--- config.mk ---
export PLATFORM = sky130hd
export DESIGN_NAME = controle_exibicao
export DESIGN_NICKNAME = d
export VERILOG_FILES = /design/src/rtl/controle_exibicao.sv
export SDC_FILE = /design/constraint.sdc
export NUM_CORES = 1
export LEC_CHECK = 0
export BUFFER_PORTS_ARGS = -buffer_cell sky130_fd_sc_hd__buf_4
export CAP_MARGIN = 10
export CORE_MARGIN = 2
export CORE_UTILIZATION = 37
export CTS_BUF_LIST = sky130_fd_sc_hd__clkbuf_8
export CTS_CLUSTER_SIZE = 14
export DETAILED_ROUTE_END_ITERATION = 16
export SLEW_MARGIN = 0
export SYNTH_ARGS = -nofsm -noshare
export SYNTH_HDL_FRONTEND = slang
export SYNTH_SLANG_ARGS = --single-unit
--- constraint.sdc ---
create_clock -name clock -period 2.4 [get_ports clock]
set_input_delay 0 -clock clock [delete_from_list [all_inputs] [get_ports clock]]
set_output_delay 0 -clock clock [all_outputs]
set_load 0.02 [all_outputs]
--- src/rtl/controle_exibicao.sv ---
// Sequence playback controller: walks memory addresses 0..lim_r. Each item is
// loaded for one cycle, shown on leds for T_ACESO cycles, then blanked for
// T_APAGADO cycles. A one-cycle fim_exibicao pulse marks normal completion.
module controle_exibicao #(
    parameter int unsigned T_ACESO   = 1000,
    parameter int unsigned T_APAGADO = 250
) (
    input  logic       clock,
    input  logic       reset,
    input  logic       iniciar,
    input  logic       abortar,
    input  logic [3:0] limite,
    input  logic [3:0] dado_memoria,
    output logic [3:0] endereco,
    output logic [3:0] leds,
    output logic       ocupado,
    output logic       fim_exibicao,
    output logic [4:0] db_estado
);

    typedef enum logic [2:0] {
        StEspera  = 3'd0,
        StCarrega = 3'd1,
        StAceso   = 3'd2,
        StApagado = 3'd3,
        StFim     = 3'd4
    } estado_t;

    // Terminal counts: the timer runs 0..T-1 inside each timed state.
    localparam logic [15:0] UltimoAceso   = 16'(T_ACESO - 1);
    localparam logic [15:0] UltimoApagado = 16'(T_APAGADO - 1);

    estado_t     estado;
    logic [3:0]  lim_r;
    logic [15:0] timer;

    // State, dwell timer, address, display and completion pulse, all registered.
    always_ff @(posedge clock or posedge reset) begin
        if (reset) begin
            estado       <= StEspera;
            lim_r        <= 4'd0;
            timer        <= 16'd0;
            endereco     <= 4'd0;
            leds         <= 4'd0;
            fim_exibicao <= 1'b0;
        end else if (abortar) begin
            estado       <= StEspera;
            timer        <= 16'd0;
            endereco     <= 4'd0;
            leds         <= 4'd0;
            fim_exibicao <= 1'b0;
        end else begin
            fim_exibicao <= 1'b0;
            case (estado)
                StEspera: begin
                    timer    <= 16'd0;
                    endereco <= 4'd0;
                    leds     <= 4'd0;
                    if (iniciar) begin
                        lim_r  <= limite;
                        estado <= StCarrega;
                    end
                end
                StCarrega: begin
                    // endereco settled one cycle ago, so memory data is valid now
                    leds   <= dado_memoria;
                    timer  <= 16'd0;
                    estado <= StAceso;
                end
                StAceso: begin
                    if (timer == UltimoAceso) begin
                        timer  <= 16'd0;
                        leds   <= 4'd0;
                        estado <= StApagado;
                    end else begin
                        timer <= timer + 16'd1;
                    end
                end
                StApagado: begin
                    if (timer == UltimoApagado) begin
                        timer <= 16'd0;
                        if (endereco == lim_r) begin
                            fim_exibicao <= 1'b1;
                            estado       <= StFim;
                        end else begin
                            endereco <= endereco + 4'd1;
                            estado   <= StCarrega;
                        end
                    end else begin
                        timer <= timer + 16'd1;
                    end
                end
                StFim: begin
                    endereco <= 4'd0;
                    leds     <= 4'd0;
                    estado   <= StEspera;
                end
                default: begin
                    timer    <= 16'd0;
                    endereco <= 4'd0;
                    leds     <= 4'd0;
                    estado   <= StEspera;
                end
            endcase
        end
    end

    // Status outputs decoded purely from the state register.
    always_comb begin
        ocupado   = (estado != StEspera);
        db_estado = {2'b00, estado};
    end

endmodule

==> out/qor.txt <==
Cts hold-fix bufs: 10
Cts bufs inserted: 5
Diode count: 0
Avg Cell Area, Syn: 9.81 um2
EDFF count, synth: 0
Total Power: 1330 uW
First-pass DRT Iterations: 4
Clock Root Buffer: clkbuf_8
Pleak: 0.000969 uW
Mapped Area: 1760 um2
Final Max Slew Viols: 0
CTS clk-pin slew, worst paths: 0.07 ns
CTS Buffer Depth: 2
Final GP Congestion: 0.815
Total core area: 4660 um2
CTS resizes: 0
CP Launch Type: flip-flop
Row cnt: 25
Final Skew: 0.00818 ns
Initial Util: 0.377
CTS tree: yes
Hold_ws: 0.181 ns
#FFs+latches synth: 32
Worst-path maximum fanout: 11
DIE AREA: 5310 um2
Final Cycle Share: 0.836
Ys async rst share: 1.00
NumNets Final: 231
Seq/Total Area, Yosys: 0.456
Final setup viols: 0
Die Wd: 72.9 um
Hold Vio Cnt, Final: 0
WP data arrival: 2.17 ns
Total Wirelength: 3.78 mm
Power density over cell area: 600 nW/um2
IO buf count: 24
Share of cells above drive strength 1: 0.235
Total gr overflow: 0
Maxcap violations: 0
CP required: 2.56 ns
RSZ-0062 raised after global routing: no
Worst skew pair latency: 0.28 ns
Wire per inst: 14.0 um
Most common cell after layout, fill and taps aside: dfrtp_1
CTS sink cnt: 32
First-pass GRT wire length: 6.47 mm
Critical Path Sink Type: flip-flop
Top_reg_cell synth: dfrtp_1
Cell variety after synth: 47
Io pins: 27
Routed Antenna Nets: 0
H-tree Lvls: 2
Setup TNS: 0 ns
Worst vdd ir: 0.314 mV
Initial antenna violation count: 0
Fillers: 427
Routed vias/inst: 5.47
Remaining DRCs: 0
Vias: 1,483
Die height: 72.9 um
Iter 0 DRT Violations: 155
Post-DP HPWL: 2.66 mm
Min-delay worst type: in2reg
Post-synthesis cell count: 179
Setup bufs post-CTS: 0
Max transition margin: 0.545
Outcome: finished, final reports clean
P&R area growth vs syn: 25.9%
Critical path class: reg2reg
Post-layout min period: 2.01 ns
FMAX: 0.499 GHz
Slew @ Worst Pin: 0.682 ns
Most frequent cells in the layout: dfrtp_1 (32), buf_4 (27), nand2_1 (17)
Largest net degree at the start of global routing: 18
Ys Warns: 0
Gr usage total: 0.158
Vias in the first global route: 1,399
[Yosys cell counts (5+ instances only)]
cell type / count / area [um2]
nand2_1: 17 / 63.8
inv_1: 8 / 30.0
nand3_1: 6 / 30.0
nor2_1: 13 / 48.8
dfrtp_1: 32 / 801
o21ai_1: 6 / 30.0
o21ai_0: 8 / 40.0
and3_1: 6 / 37.5
nand4_1: 7 / 43.8
a21oi_1: 6 / 30.0
a31oi_1: 7 / 43.8
xnor2_1: 5 / 43.8
[report_power, final]
part           internal (uW)  leakage (uW)  switching (uW)  total, uW
Sequential               566      0.000435            21.3        587
Clock                    366     0.0000645             200        566
Combinational           86.2      0.000469            87.7        174
Total                   1020      0.000969             309       1330
[layout make-up]
class | count | area [um2] | share of cell area
clock buffer | 7 | 96.3 | 0.0436
clock inverter | 1 | 30.0 | 0.0136
inverter | 8 | 30.0 | 0.0136
multi-input combinational | 132 | 883 | 0.400
sequential | 32 | 801 | 0.362
tap | 54 | 67.6 | 0.0306
timing repair buffer | 37 | 303 | 0.137
[logic make-up after synthesis]
logic type / count (synthesis) / synth area share
simple gates: 72 / 0.246
compound gates: 41 / 0.152
flops: 32 / 0.456
buf+inv: 16 / 0.0463
xor+xnor: 9 / 0.0449
mux: 5 / 0.0314
fa+ha+maj: 3 / 0.0214
other cells: 1 / 0.00214
[metrics by stage]
stage                     instances   util  cell area (um2)  worst slack [ns]
after floorplan                 180      -             1760             0.606
after global placement          253  0.426             1980             0.461
after detailed placement        253  0.426             1980             0.433
after CTS                       271  0.474             2210             0.409
after global routing            271  0.474             2210             0.261
final                           271  0.474             2210             0.394
[worst max-delay path, stage by stage (launching register included)]
cell and delay, ns:
dfrtp_1 0.40, inv_1 0.08, ha_1 0.16, nor4b_2 0.23, nand4_2 0.23, a22oi_2 0.55, or4_1 0.19, o21ai_1 0.05
[metal layers]
layer	share of wire	track usage	wire, um
met1	0.48	0.217	1830
met2	0.47	0.235	1780
met3	0.036	0.0483	138
met4	0.0074	0.0556	28
met5	0	0	0
[worst paths after layout]
check	slack [ns]	from	cells after the start	endpoint
max	0.39	timer[1]	7	timer[3]
min	0.18	iniciar	3	estado[0]
max reg2reg	0.39	timer[1]	7	timer[3]
min reg2reg	0.50	leds[1]	1	leds[1]
max in group asynchronous	1.33	reset	4	endereco[0]
min in group asynchronous	0.38	reset	3	timer[11]
[flip-flops by register name, indices dropped and copies added, names as in the netlist]
register / count
lim_r: 4
endereco: 4
timer: 16
fim_exibicao: 1
leds: 4
estado: 3
(Power assumes the default switching activity.)
